$ cat src/rtl/sound_latch_bridge.sv
// Main/sound 68K mailbox: command latch0 (main->sound), reply latch1 (sound->main).
// Byte-lane writes, registered reads, per-side DTACK, command IRQ to the sound CPU.
module sound_latch_port #(
  parameter int DTACK_WAIT = 2
) (
  input  logic clk,
  input  logic reset,
  input  logic cs,
  input  logic as_n,
  input  logic uds_n,
  input  logic lds_n,
  output logic start,
  output logic dtack_n
);
  localparam logic [2:0] WAIT = 3'(DTACK_WAIT);

  logic       active;
  logic       active_q, active_d;
  logic [2:0] cnt_q, cnt_d;
  logic       dtack_n_q, dtack_n_d;

  assign active = cs & ~as_n & (~uds_n | ~lds_n);
  assign start  = active & ~active_q;

  // DTACK falls when the counter expires and stays low until the cycle ends
  always_comb begin
    active_d  = active;
    cnt_d     = cnt_q;
    dtack_n_d = 1'b1;
    if (start) begin
      cnt_d = WAIT;
    end else if (active && active_q) begin
      if (cnt_q != 3'd0) cnt_d = cnt_q - 3'd1;
      if (cnt_q == 3'd1 || !dtack_n_q) dtack_n_d = 1'b0;
    end else begin
      cnt_d = 3'd0;
    end
  end

  always_ff @(posedge clk) begin
    if (reset) begin
      active_q  <= 1'b0;
      cnt_q     <= 3'd0;
      dtack_n_q <= 1'b1;
    end else begin
      active_q  <= active_d;
      cnt_q     <= cnt_d;
      dtack_n_q <= dtack_n_d;
    end
  end

  assign dtack_n = dtack_n_q;
endmodule

module sound_latch_bridge #(
  parameter int DTACK_WAIT   = 2,
  parameter bit IRQ_ON_WRITE = 1'b1
) (
  input  logic        clk,
  input  logic        reset,
  input  logic        m68kp_latch0_cs,
  input  logic        m68kp_latch1_cs,
  input  logic        m68kp_as_n,
  input  logic        m68kp_rw,
  input  logic        m68kp_uds_n,
  input  logic        m68kp_lds_n,
  input  logic [15:0] m68kp_din,
  output logic [15:0] m68kp_dout,
  output logic        m68kp_dtack_n,
  input  logic        m68ks_latch0_cs,
  input  logic        m68ks_latch1_cs,
  input  logic        m68ks_as_n,
  input  logic        m68ks_rw,
  input  logic        m68ks_uds_n,
  input  logic        m68ks_lds_n,
  input  logic [15:0] m68ks_din,
  output logic [15:0] m68ks_dout,
  output logic        m68ks_dtack_n,
  input  logic        m68ks_iack,
  output logic        m68ks_irq,
  output logic        latch0_full,
  output logic        latch1_full,
  output logic [1:0]  overrun
);
  logic p_start, s_start;

  sound_latch_port #(.DTACK_WAIT(DTACK_WAIT)) u_pport (
    .clk     (clk),
    .reset   (reset),
    .cs      (m68kp_latch0_cs | m68kp_latch1_cs),
    .as_n    (m68kp_as_n),
    .uds_n   (m68kp_uds_n),
    .lds_n   (m68kp_lds_n),
    .start   (p_start),
    .dtack_n (m68kp_dtack_n)
  );

  sound_latch_port #(.DTACK_WAIT(DTACK_WAIT)) u_sport (
    .clk     (clk),
    .reset   (reset),
    .cs      (m68ks_latch0_cs | m68ks_latch1_cs),
    .as_n    (m68ks_as_n),
    .uds_n   (m68ks_uds_n),
    .lds_n   (m68ks_lds_n),
    .start   (s_start),
    .dtack_n (m68ks_dtack_n)
  );

  // latch0_cs takes priority if a side asserts both selects
  logic p_wr0, p_rd0, p_rd1;
  logic s_wr1, s_rd0, s_rd1;

  assign p_wr0 = p_start & ~m68kp_rw & m68kp_latch0_cs;
  assign p_rd0 = p_start & m68kp_rw & m68kp_latch0_cs;
  assign p_rd1 = p_start & m68kp_rw & ~m68kp_latch0_cs & m68kp_latch1_cs;
  assign s_wr1 = s_start & ~m68ks_rw & ~m68ks_latch0_cs & m68ks_latch1_cs;
  assign s_rd0 = s_start & m68ks_rw & m68ks_latch0_cs;
  assign s_rd1 = s_start & m68ks_rw & ~m68ks_latch0_cs & m68ks_latch1_cs;

  logic [15:0] latch0_q, latch0_d;
  logic [15:0] latch1_q, latch1_d;
  logic [15:0] pdout_q, pdout_d;
  logic [15:0] sdout_q, sdout_d;
  logic        full0_q, full0_d;
  logic        full1_q, full1_d;
  logic [1:0]  ovr_q, ovr_d;
  logic        irq_q, irq_d;

  always_comb begin
    latch0_d = latch0_q;
    latch1_d = latch1_q;
    if (p_wr0) begin
      if (!m68kp_uds_n) latch0_d[15:8] = m68kp_din[15:8];
      if (!m68kp_lds_n) latch0_d[7:0]  = m68kp_din[7:0];
    end
    if (s_wr1) begin
      if (!m68ks_uds_n) latch1_d[15:8] = m68ks_din[15:8];
      if (!m68ks_lds_n) latch1_d[7:0]  = m68ks_din[7:0];
    end
  end

  // Reads see the pre-write value; a same-clock write keeps the latch full
  always_comb begin
    pdout_d = pdout_q;
    sdout_d = sdout_q;
    if (p_rd0) pdout_d = latch0_q;
    if (p_rd1) pdout_d = latch1_q;
    if (s_rd0) sdout_d = latch0_q;
    if (s_rd1) sdout_d = latch1_q;

    full0_d = full0_q;
    full1_d = full1_q;
    if (s_rd0) full0_d = 1'b0;
    if (p_wr0) full0_d = 1'b1;
    if (p_rd1) full1_d = 1'b0;
    if (s_wr1) full1_d = 1'b1;

    ovr_d[0] = ovr_q[0] | (p_wr0 & full0_q);
    ovr_d[1] = ovr_q[1] | (s_wr1 & full1_q);

    irq_d = irq_q;
    if (m68ks_iack || s_rd0) irq_d = 1'b0;
    if (p_wr0 && IRQ_ON_WRITE) irq_d = 1'b1;
  end

  always_ff @(posedge clk) begin
    if (reset) begin
      latch0_q <= 16'h0000;
      latch1_q <= 16'h0000;
      pdout_q  <= 16'h0000;
      sdout_q  <= 16'h0000;
      full0_q  <= 1'b0;
      full1_q  <= 1'b0;
      ovr_q    <= 2'b00;
      irq_q    <= 1'b0;
    end else begin
      latch0_q <= latch0_d;
      latch1_q <= latch1_d;
      pdout_q  <= pdout_d;
      sdout_q  <= sdout_d;
      full0_q  <= full0_d;
      full1_q  <= full1_d;
      ovr_q    <= ovr_d;
      irq_q    <= irq_d;
    end
  end

  assign m68kp_dout  = pdout_q;
  assign m68ks_dout  = sdout_q;
  assign latch0_full = full0_q;
  assign latch1_full = full1_q;
  assign overrun     = ovr_q;
  assign m68ks_irq   = irq_q;
endmodule
$ cat config.mk
export PLATFORM = sky130hd
export DESIGN_NAME = sound_latch_bridge
export DESIGN_NICKNAME = d
export VERILOG_FILES = /design/src/rtl/sound_latch_bridge.sv
export SDC_FILE = /design/constraint.sdc
export NUM_CORES = 1
export LEC_CHECK = 0
export CORE_ASPECT_RATIO = 0.5
export CORE_UTILIZATION = 40
export CTS_BUF_LIST = sky130_fd_sc_hd__clkbuf_4 sky130_fd_sc_hd__clkbuf_8
export CTS_CLUSTER_DIAMETER = 30
export CTS_CLUSTER_SIZE = 16
export DETAILED_ROUTE_END_ITERATION = 8
export PLACE_DENSITY_LB_ADDON = 0.1
export SLEW_MARGIN = 20
export SYNTH_ARGS = -nofsm -noshare
export SYNTH_HDL_FRONTEND = slang
export SYNTH_SLANG_ARGS = --single-unit
$ cat constraint.sdc
create_clock -name clk -period 1.92 [get_ports clk]
set_clock_uncertainty 0.15 [all_clocks]
set_input_delay 0.288 -clock clk [delete_from_list [all_inputs] [get_ports clk]]
set_output_delay 0.288 -clock clk [all_outputs]
set_load 0.005 [all_outputs]
Yosys cells after proc, flatten, opt, wreduce, memory -nomap -nowiden. Cells that the tools add are included.

Bits in registers: 79. Latch bits: 0. Bits in writable memories: 0. Bits in read-only memories: 0. Input bits: 47. Output and inout bits: 39. Logic and storage cells: 103. Memories: 0.

Add/sub/neg operators: 2. $mul: 0. Divide/modulo/power cells: 0. Order comparisons: 0. Eq/ne operators: 4. Shift-type cells: 0. Muxes and demuxes: 18. Bitwise logic cells: 41. Reductions and logical operators: 20.

Operators by type and width (count): 16-bit two-way mux (4); 1-bit bitwise AND (21); 1-bit NOT (14); 2-bit two-way mux (6); 2-bit nonzero test (5); 1-bit two-way mux (8); 2-bit AND reduction (4); 3-bit by 1-bit equality test with 1-bit output (second input constant) (2); 3-bit inequality test (second input constant) (2); 1-bit bitwise OR (6); 3-bit nonzero test (2); 3-bit OR reduction (2); 3-bit by 1-bit subtractor with 3-bit output (second input constant) (2); 1-bit logical OR (3); 1-bit logical AND (2); 1-bit logical NOT (2).

Logic depth before layout (Yosys ltp). Gate-level depths: netlist of the first run.

Word-level depth: 9. Gate-level depth with buffers: 6. Depth with buffers taken out: 5.

Hierarchy. Synthesis of the first run repeated with hierarchy kept, for this count alone.

Cells, all modules: 376. Area, all modules: 3403.3 um^2.

By module, submodules not included: sound_latch_bridge (times used 1, cells an instance 330, area an instance 2937.8 um^2, sequential area each 1381.3 um^2); sound_latch_port (times used 2, cells an instance 23, area an instance 232.7 um^2, sequential area each 100.1 um^2).

Worst setup path before layout of the first run. No wires, ideal clock.

Path type: reg2reg. Start: register u_sport.cnt_q[0]. End: register u_sport.cnt_q[1]. Setup time: 0.059 ns. Data arrival time: 1.456 ns. Slack: 0.255 ns. Stages on the path, launching flop included: 6. Buffers on the path: 0. Period minus slack after synthesis: 1.665 ns. Path through: dfxtp_1 > nor2_1 > ha_1 > or4b_2 > nand3_1 > and2_1.

Cells in the longest elaborated chain, start to end: 4. Elaborated cells between the ends (all ways): 6. Those cells by class: 1 x add/sub; 1 x eq/ne; 3 x mux; 1 x reduce/logical.

RTL lines: start, declared (line 19) `logic [2:0] cnt_q, cnt_d;`; start signal, assigned (line 47) `cnt_q <= cnt_d;`; 3-bit by 1-bit subtractor with 3-bit output (line 33) `if (cnt_q != 3'd0) cnt_d = cnt_q - 3'd1;`; 2-bit two-way mux (line 33); 2-bit two-way mux (line 32) `end else if (active && active_q) begin`; 2-bit two-way mux (line 30) `if (start) begin`.

Parallel ways exist; a longest one is shown, timed or not. The select of a mux whose other input is x is not followed. A chain may end at the register's enable or synchronous reset.

Final worst setup path of the first run. Ends and elaborated chain as after synthesis.

==> results of run 1 <==
[sequential cells by signal (all words and copies together), names as in the netlist]
signal	count
latch0_full	1
m68ks_dout	16
latch1_q	16
u_sport.active_q	1
u_pport.active_q	1
m68ks_irq	1
latch1_full	1
u_sport.dtack_n	1
overrun	2
m68kp_dout	16
latch0_q	16
u_pport.dtack_n	1
u_sport.cnt_q	3
u_pport.cnt_q	3
[kinds of logic (layout without fill, tap and decap cells)]
logic type               after synthesis  in the layout
AND/OR/NAND/NOR                       88             88
adder cells (fa/ha/maj)                2              2
AO/OA/AOI/OAI                        114            114
flip-flops                            79             79
multiplexers                          48             48
buffers and inverters                 38            134
XOR/XNOR                               2              2
[final timing paths]
check | from | to | slack (ns) | cells past startpoint
max reg2reg | u_sport.cnt_q[0] | u_sport.cnt_q[1] | 0.10 | 5
min reg2reg | u_pport.dtack_n | u_pport.dtack_n | 0.32 | 1
max | u_sport.cnt_q[0] | u_sport.cnt_q[1] | 0.10 | 5
min | reset | overrun[0] | 0.20 | 2
[cells in the mapped netlist (2+ instances only)]
cell	n	share of area [%]
dfxtp_1	79	43
mux2i_1	48	13
a21oi_1	38	5.2
nand2b_1	33	5.7
a211oi_1	23	4.7
nand3_1	19	2.6
a31oi_1	18	3.1
clkbuf_1	14	1.4
nor2_1	14	1.4
a211oi_2	10	3.4
o21ai_1	10	1.4
inv_1	9	0.93
o21ai_0	8	1.1
buf_2	6	0.82
nand2_1	5	0.51
buf_4	4	0.82
buf_6	4	1.2
a21o_1	2	0.41
and2_1	2	0.34
ha_1	2	0.69
nor4_4	2	1.2
xor2_1	2	0.48
[metrics by stage]
stage / setup TNS (ns) / hold WS, ns / power (mW) / std cells / utilization [%]
finish: 0 / 0.2036 / 3.752 / 584 / 57.18
global route: 0 / 0.2139 / 3.925 / 584 / 57.18
CTS: 0 / 0.1827 / 3.792 / 584 / 57.18
detailed placement: -0.4915 / 0.3141 / 2.313 / 568 / 54.37
global placement: -0.1112 / 0.2862 / 2.296 / 568 / 54.37
floorplan: 0 / 0.2855 / 2.026 / 371 / -
[power by group through the flow]
| stage | Combinational (mW) | Sequential (mW) | Clock, mW |
|---|---|---|---|
| 3_3_place_gp | 0.532 | 1.76 | 0 |
| 6_report | 0.547 | 1.73 | 1.48 |
| 2_1_floorplan | 0.262 | 1.76 | 0 |
| 5_1_grt | 0.591 | 1.74 | 1.60 |
| 4_1_cts | 0.549 | 1.73 | 1.51 |
| 3_5_place_dp | 0.546 | 1.77 | 0 |
[area by class of cell]
class | count | area (sq um)
clock inverter | 2 | 60.06
multi-input combinational | 254 | 1854
tap | 117 | 146.4
fill | 805 | 3755
clock buffer | 14 | 186.4
timing repair buffer | 109 | 1151
inverter | 9 | 33.78
sequential | 79 | 1582
[routing by layer]
layer	vias up	share of wire, %	track usage, %
met1	1497	45	26.11
met5	-	0	0
li1	1534	-	-
met2	89	49	33.11
met3	14	5.3	6.213
met4	0	0.97	4.640
==> parameters.txt, run 1 <==
Parameter                              Value

Outcome
  Outcome ... completed

Finish
  Share of layout cells above drive strength 1 ... a little over an eighth
  Most common cell after layout, fill and taps aside ... clkdlybuf4s50_1
  Antenna diodes ... 0
  Leading cell types in the layout, fill and taps excluded ... clkdlybuf4s50_1 (84), dfxtp_1 (79), mux2i_1 (48)
  Synth-to-layout area growth ... 37.46%
  Number of nets in the layout ... between 500 and 600
  Post-route cell area ... 5014 sq um

Global routing
  Number of global-route vias before repair ... about 3.0k
  GRT Residual Overflow ... 0
  Total global routing track utilization ... between 20% and 30%
  First-pass GRT wire length ... around 15 mm
  Antenna violations before repair ... 0
  Pin count of the biggest net entering global routing ... 35

Clock tree
  Hold buffers post-CTS ... 0
  Cts repair resizes ... 0
  Number of setup buffers added after CTS ... 0
  Clock-pin slew on the worst setup and hold paths ... 0.08 ns
  Number of clock sinks ... between 70 and 80
  Root cell of the clock tree ... clkbuf_8
  CTS Buf Count ... 9
  Number of levels in the clock H-tree ... 3
  CTS tree ... done
  Clock latency of the later-clocked register in the worst-skew pair ... between 0.3 and 0.4 ns
  CTS max path bufs ... 2

Critical path
  Worst path max stage delay ... approximately 0.66 ns
  Critical path launch point type ... flop
  Worst path buffer plus inverter count ... 0
  Largest driver fanout on the critical path ... 5
  Ordered list of cells on the worst path ... nor2_1 > ha_1 > or4b_2 > nand3_1 > and2_1
  Worst EP arrival ... 1.97 ns
  Critical path required time ... 2.07 ns
  Worst path top cell family by delay ... simple AND/OR/NAND/NOR gates
  Category of the most critical setup path ... flop to flop
  Endpoint type of the worst setup path ... flop
  Slowest stage cell on the critical path ... or4b_2

Synthesis
  Arithmetic-cell share of the synthesized area counting full adders, half adders and majority gates ... less than 1%
  Top flip-flop cell by instance count after synthesis ... dfxtp_1
  Syn Nets ... between 400 and 500
  Fraction of the mapped netlist area in compound gates ... 20.79%
  Combinational family with the most area after synthesis ... compound AO/OA/AOI/OAI gates
  Cell area after synthesis ... about 3600 sq um
  Count of different cell masters after synthesis ... about 40
  Number of enable flip-flop cells after synthesis ... 0
  Async set-or-reset flop fraction in the synthesized netlist ... 0%
  Basic-gate share of the synthesized area counting and, or, nand and nor cells ... 15.71%
  Register bit count reported by yosys ... 79
  Xor/xnor share of the synthesized area ... less than 1%
  Avg Cell Area, Syn ... about 10 sq um
  Yosys Warn Count ... 0
  Sequential element share of the synthesized area ... 43.36%
  Mux cell area share after synthesis ... between 10% and 20%
  Cell count after synthesis ... approximately 370

STA
  Worst slew margin relative to its limit ... 71.95%
  Post-route fraction of the period consumed by the critical path ... between 90 and 100%
  Slew Limit Fails ... 0
  Final hold violation count ... 0
  Final critical path time including I/O delays and setup ... roughly 1.8 ns
  Slew at the pin closest to its max-slew limit ... between 0.4 and 0.5 ns
  Maximum achievable frequency ... between 0.5 and 0.6 GHz
  Post-route worst setup slack ... about 0.1 ns
  Setup-violating endpoint count in the final report ... 0
  Setup repair after global routing missed its margin ... false

Power
  Clock share of power ... between 30% and 40%
  Cell leakage power ... between 1.5 and 2 nW
  Peak supply drop ... approximately 370 uV
  Net load switching power ... 0.8620 mW
  Total power divided by cell area ... approximately 750 nW/um^2
  Sequential share of power ... 46.1%
  Power Internal ... about 2.9 mW
  Share of total power consumed by net switching ... a little under a quarter
  Comb power frac ... ~15%

Placement
  Placed cell area ... about 4800 sq um
  I/O Buffers ... between 80 and 90
  Placement Setup Slack ... -0.07519 ns
  HPWL reported at the end of detailed placement ... just over 7 mm
  Gp weighted congestion ... 0.7841

Die
  Overall die area ... 9527 sq um
  Starting utilization of the core area ... between 40% and 50%
  Row cnt ... 24
  Core Footprint ... ~9000 sq um
  Boundary Pins ... between 80 and 90
  Floorplan die width ... 137.0 um
  Overall die height ... approximately 70 um

Route
  Mean routed wirelength per cell ... about 16 um
  DRT Pass-1 Iters ... 4
  Residual DRC count ... 0
  Antenna-violating nets left ... 0
  Detailed Route WL ... just over 9 mm
  Via density per instance ... ~5.4
  DRC violation total after the first TritonRoute iteration ... between 150 and 200
  Via count of the routed design ... about 3.1k

Job
  Total of max-cap violations ... 0

Min path
  Class of the worst hold path ... input pin to flop
No activity file was read; power rests on OpenSTA's default activity.
==> run 2, diff against run 1 <==
- GPL_ROUTABILITY_DRIVEN: not set -> 0
- PLACE_DENSITY: not set -> 0.66
- PLACE_DENSITY_LB_ADDON: 0.1 -> not set
- clock period: 1.92 -> 1.9 ns (I/O delays scaled with it)
==> run 2 against run 1 <==
Sequential share of layout area increased by 0.095 points. Register-to-register slack improved by 0.04 ns. Design area decreased by 0.30%. Count of clock-buffer cells in the layout decreased by 2. Critical path type unchanged. Largest cell class unchanged. Largest power group unchanged.
==> parameters.txt, run 2 (synthesized netlist as in run 1, its figures left out) <==
Parameter                              Value

Outcome
  Outcome ... completed

Finish
  Antenna diodes ... 0 (unchanged)
  Post-Route Utilization ... 57.01% (-0.17 points)
  Final-layout fill cell count ... 829 (+3.0%)
  Leading cell types in the layout, fill and taps excluded ... clkdlybuf4s50_1 (84), dfxtp_1 (79), mux2i_1 (48)
  Synth-to-layout area growth ... 37.05%
  Share of layout cells above drive strength 1 ... 14.77% (+1.5 points)
  Most common cell after layout, fill and taps aside ... clkdlybuf4s50_1
  Number of nets in the layout ... 519 (+1.6%)

Min path
  Class of the worst hold path ... input pin to flop
  Hold Path Stages ... 2 (unchanged)

STA
  Worst slew margin relative to its limit ... 74.03% (+2.1 points)
  Hold slack ... 0.1124 ns (-0.09112 ns)
  Final hold violation count ... 0 (unchanged)
  Setup-violating endpoint count in the final report ... 0 (unchanged)
  Slew Limit Fails ... 0 (unchanged)
  Setup repair after global routing missed its margin ... false
  Post-route fraction of the period consumed by the critical path ... 92.68% (-2.1 points)
  Maximum achievable frequency ... 0.5679 GHz (+3.3%)
  Final critical path time including I/O delays and setup ... 1.761 ns (-0.05826 ns)
  Slew at the pin closest to its max-slew limit ... 0.3872 ns (-0.03361 ns)

Critical path
  Reg2Reg Depth ... 5 (unchanged)
  Critical path launch point type ... flop
  Critical path required time ... 2.06 ns (about the same)
  Category of the most critical setup path ... flop to flop
  Endpoint type of the worst setup path ... flop
  Worst EP arrival ... 1.92 ns (-0.05 ns)
  Largest driver fanout on the critical path ... 5 (unchanged)

Route
  DRT Pass-1 Iters ... 4 (unchanged)
  DRC violation total after the first TritonRoute iteration ... 133 (-13%)
  Detailed Route WL ... 9.434 mm (+3.0%)
  Mean routed wirelength per cell ... 15.96 um (+1.8%)
  Via density per instance ... 5.286 (-1.5%)
  Via count of the routed design ... 3,124 (-0.32%)
  Residual DRC count ... 0 (unchanged)
  Antenna-violating nets left ... 0 (unchanged)

Clock tree
  Root cell of the clock tree ... clkbuf_8
  CTS max path bufs ... 2 (unchanged)
  Number of levels in the clock H-tree ... 3 (unchanged)
  Hold buffers post-CTS ... 0 (unchanged)
  Cts repair resizes ... 0 (unchanged)
  Number of setup buffers added after CTS ... 0 (unchanged)
  Clock-pin slew on the worst setup and hold paths ... 0.08 ns (about the same)
  CTS tree ... done
  Clock latency of the later-clocked register in the worst-skew pair ... 0.37 ns (+0.02 ns)
  CTS Buf Count ... 9 (unchanged)
  Number of clock sinks ... 79 (unchanged)

Die
  Overall die area ... 9527 sq um (unchanged)
  Boundary Pins ... 86 (unchanged)
  Core Footprint ... 8768 sq um (unchanged)
  Floorplan die width ... 137.0 um (unchanged)
  Starting utilization of the core area ... 41.60% (unchanged)
  Row cnt ... 24 (unchanged)
  Overall die height ... 69.52 um (unchanged)

Power
  Peak supply drop ... 379.6 uV (+2.6%)
  Cell leakage power ... 1.832 nW (+0.58%)
  Total power divided by cell area ... 750.7 nW/um^2 (+0.31%)

Global routing
  GRT Residual Overflow ... 0 (unchanged)
  Number of global-route vias before repair ... 2,962 (-2.4%)
  Total global routing track utilization ... 21.07% (+0.81 points)
  Antenna violations before repair ... 0 (unchanged)
  First-pass GRT wire length ... 15.20 mm (+2.1%)
  Pin count of the biggest net entering global routing ... 37 (+5.7%)

Job
  Total of max-cap violations ... 0 (unchanged)

Placement
  HPWL reported at the end of detailed placement ... 6.705 mm (-4.9%)
  I/O Buffers ... 85 (unchanged)
[run 2: critical path: stages, from the launching register on]
cell	delay [ns]
dfxtp_1	0.40
nor2_1	0.07
ha_1	0.24
or4b_2	0.64
nand3_1	0.10
and2_1	0.11
[run 2: metal layers]
layer	vias up	wire, um	GRT usage, %
met5	-	0	0
met4	0	102	6.227
met3	10	526	5.994
met2	71	4086	30.42
met1	1488	4718	30.22
li1	1555	-	-
[run 2: power by group]
| group | switching, mW | internal, mW | total, mW |
|---|---|---|---|
| combinational | 0.253 | 0.309 | 0.562 |
| clock | 0.603 | 0.838 | 1.44 |
| sequential | 0.0386 | 1.71 | 1.75 |
| total | 0.895 | 2.86 | 3.75 |
[run 2: path summary, 6_finish.rpt]
kind / from / slack, ns / endpoint
worst max-delay path: u_sport.cnt_q[0] / 0.14 / u_sport.cnt_q[1]
worst min-delay path: reset / 0.11 / overrun[1]
worst max register to register: u_sport.cnt_q[0] / 0.14 / u_sport.cnt_q[1]
worst min register to register: u_sport.dtack_n / 0.31 / u_sport.dtack_n
[run 2: area by class of cell]
type,count,area (sq um),area share [%]
Clock buffer,12,165.2,3.304
Clock inverter,3,65.06,1.302
Inverter,9,33.78,0.6758
Multi-Input combinational cell,254,1858,37.17
Sequential cell,79,1582,31.64
Tap cell,117,146.4,2.929
Timing Repair Buffer,117,1149,22.98
[run 2: through the flow]
step           setup WS (ns)  power (mW)  area, sq um  std cells  setup TNS [ns]
2_1_floorplan         0.2352       2.047         3647        371               0
3_3_place_gp        -0.06465       2.344         4768        576          -1.368
3_5_place_dp        -0.09364       2.348         4768        576          -2.095
4_1_cts               0.1405       3.770         4999        591               0
5_1_grt              0.05668       3.905         4999        591               0
6_report              0.1392       3.752         4999        591               0
==> run 3, diff against run 2 <==
- CORE_ASPECT_RATIO: 0.5 -> not set
- CORE_UTILIZATION: 40 -> 52
- PLACE_DENSITY: 0.66 -> 0.83
==> run 3 against run 2 <==
Die area shrank 23%. Clock power is 7% lower. Design area decreased by 0.65%. Fmax up 0.17%. Utilization increased by 16 points.
==> parameters.txt, run 3 (synthesized netlist as in run 1, its figures left out) <==
Parameter                              Value

Route
  Via density per instance ... 5.724 (+8.3%)
  DRC violation total after the first TritonRoute iteration ... 279 (+110%)
  Detailed Route WL ... 9.544 mm (+1.2%)
  Via count of the routed design ... 3,257 (+4.3%)
  Antenna-violating nets left ... 0 (unchanged)
  Residual DRC count ... 0 (unchanged)
  Mean routed wirelength per cell ... 16.77 um (+5.1%)
  DRT Pass-1 Iters ... 4 (unchanged)

Finish
  Filler-free cell count of the finished design ... 569 (-3.7%)
  Share of layout cells above drive strength 1 ... 14.59% (-0.18 points)
  Antenna diodes ... 0 (unchanged)
  Leading cell types in the layout, fill and taps excluded ... clkdlybuf4s50_1 (84), dfxtp_1 (78), mux2i_1 (48)
  Most common cell after layout, fill and taps aside ... clkdlybuf4s50_1
  Synth-to-layout area growth ... 36.16%
  Final-layout fill cell count ... 502 (-39%)
  Number of nets in the layout ... 517 (-0.39%)

Critical path
  Critical path required time ... 2.05 ns (about the same)
  Endpoint type of the worst setup path ... flop
  Worst Setup SP ... u_sport.cnt_q[2]
  Reg2Reg Depth ... 5 (unchanged)
  Critical path launch point type ... flop
  Worst EP arrival ... 1.91 ns (about the same)
  End of the worst register-to-register path ... u_sport.cnt_q[1]
  Category of the most critical setup path ... flop to flop
  Register-to-Register Setup Slack ... 0.14 ns (about the same)
  Startpoint of the lowest-slack register-to-register path ... u_sport.cnt_q[2]
  Largest driver fanout on the critical path ... 5 (unchanged)

Clock tree
  Cts repair resizes ... 0 (unchanged)
  Number of clock sinks ... 79 (unchanged)
  CTS Buf Count ... 9 (unchanged)
  Number of levels in the clock H-tree ... 3 (unchanged)
  Clock latency of the later-clocked register in the worst-skew pair ... 0.35 ns (-0.02 ns)
  Clock-pin slew on the worst setup and hold paths ... 0.08 ns (about the same)
  CTS max path bufs ... 2 (unchanged)
  Number of setup buffers added after CTS ... 0 (unchanged)
  Hold buffers post-CTS ... 0 (unchanged)
  CTS tree ... done
  Root cell of the clock tree ... clkbuf_8

Job
  Total of max-cap violations ... 0 (unchanged)

STA
  Setup repair after global routing missed its margin ... false
  Final hold violation count ... 0 (unchanged)
  Slew at the pin closest to its max-slew limit ... 0.6291 ns (+0.2419 ns)
  Setup-violating endpoint count in the final report ... 0 (unchanged)
  Post-route fraction of the period consumed by the critical path ... 92.52% (-0.15 points)
  Hold slack ... 0.2960 ns (+0.1835 ns)
  Maximum achievable frequency ... 0.5689 GHz (+0.17%)
  Final critical path time including I/O delays and setup ... 1.758 ns (-0.002918 ns)
  Worst slew margin relative to its limit ... 58.06% (-16 points)
  Slew Limit Fails ... 0 (unchanged)

Die
  Boundary Pins ... 86 (unchanged)
  Starting utilization of the core area ... 53.68% (+12 points)
  Row cnt ... 30 (+25%)
  Overall die area ... 7353 sq um (-23%)
  Floorplan die width ... 85.75 um (-37%)
  Core Footprint ... 6794 sq um (-23%)
  Overall die height ... 85.75 um (+23%)

Power
  Sequential share of power ... 48.0% (+1.4 points)
  Net load switching power ... 0.9156 mW (+2.3%)
  Peak supply drop ... 476.0 uV (+25%)
  Share of total power consumed by net switching ... 25.08% (+1.2 points)
  Total power divided by cell area ... 735.1 nW/um^2 (-2.1%)
  Comb power frac ... 15.4% (+0.4 points)
  Cell leakage power ... 1.821 nW (-0.59%)
  Clock share of power ... 36.7% (-1.7 points)
  Power Internal ... 2.735 mW (-4.3%)

Min path
  Class of the worst hold path ... input pin to flop
  Endpoint, Worst Hold ... overrun[1]
  Hold Path Stages ... 2 (unchanged)
  Hold path start ... reset

Global routing
  GRT Residual Overflow ... 0 (unchanged)
  Antenna violations before repair ... 0 (unchanged)
  Total global routing track utilization ... 27.26% (+6.2 points)
  First-pass GRT wire length ... 15.28 mm (+0.50%)
  Pin count of the biggest net entering global routing ... 37 (unchanged)
  Number of global-route vias before repair ... 3,109 (+5.0%)

Placement
  HPWL reported at the end of detailed placement ... 6.863 mm (+2.3%)
  I/O Buffers ... 85 (unchanged)
  Dpl cells ... 553 (-4.0%)

Outcome
  Outcome ... completed
-- run 3: cell count changes in the layout (fill, tap and decap cells not counted), sizes merged --
| cell | change |
|---|---|
| clkinvlp | +1 |
| buf | -2 |
| bufinv | -1 |
| inv | +1 |
-- run 3: stage by stage --
stage / total power, mW / utilization (%) / area (sq um) / TNS, ns / setup slack [ns]
finish: 3.651 / 73.09 / 4966 / 0 / 0.1421
global route: 3.790 / 73.09 / 4966 / 0 / 0.02989
CTS: 3.649 / 73.08 / 4965 / 0 / 0.08496
detailed placement: 2.345 / 69.89 / 4748 / -1.413 / -0.1495
global placement: 2.327 / 69.89 / 4748 / -0.08272 / -0.03598
floorplan: 2.047 / - / 3647 / 0 / 0.2352
-- run 3: layer usage --
layer	vias to the layer above	part of all wire (%)	global-route usage, %
li1	1551	-	-
met1	1535	42	35.37
met2	157	49	44.87
met3	14	7.4	7.218
met4	0	1.6	7.727
met5	-	0	0
-- run 3: final cells by class --
type / count / area [sq um] / area share (%)
well taps: 96 / 120.1 / 2.419
clock buffers: 12 / 165.2 / 3.326
repair buffers: 115 / 1159 / 23.33
multi-input cells: 254 / 1854 / 37.34
inverters: 9 / 33.78 / 0.6803
flip-flops and latches: 79 / 1583 / 31.87
clock inverters: 4 / 51.30 / 1.033
-- run 3: how the worst max path moves through the flow --
stage / to / slack (ns) / depth (start not counted)
after floorplan: u_sport.cnt_q[1] / 0.24 / 5
after global placement: latch0_q[0] / -0.04 / 4
after detailed placement: m68kp_dout[5] / -0.15 / 6
after CTS: u_sport.cnt_q[1] / 0.08 / 5
after global routing: u_sport.cnt_q[1] / 0.03 / 5
final: u_sport.cnt_q[1] / 0.14 / 5
-- run 3: power by group through the flow --
stage               sequential [mW]  combinational, mW  clock, mW
floorplan                      1.78              0.265          0
global placement               1.79              0.540          0
detailed placement             1.79              0.555          0
CTS                            1.75              0.558       1.34
global route                   1.76              0.599       1.43
finish                         1.75              0.561       1.34
-- run 3: worst max-delay path, stage by stage, from the launching register on --
cell and delay [ns]:
dfxtp_1 0.38, inv_1 0.06, ha_1 0.25, or4b_2 0.66
nand3_1 0.10, and2_1 0.12
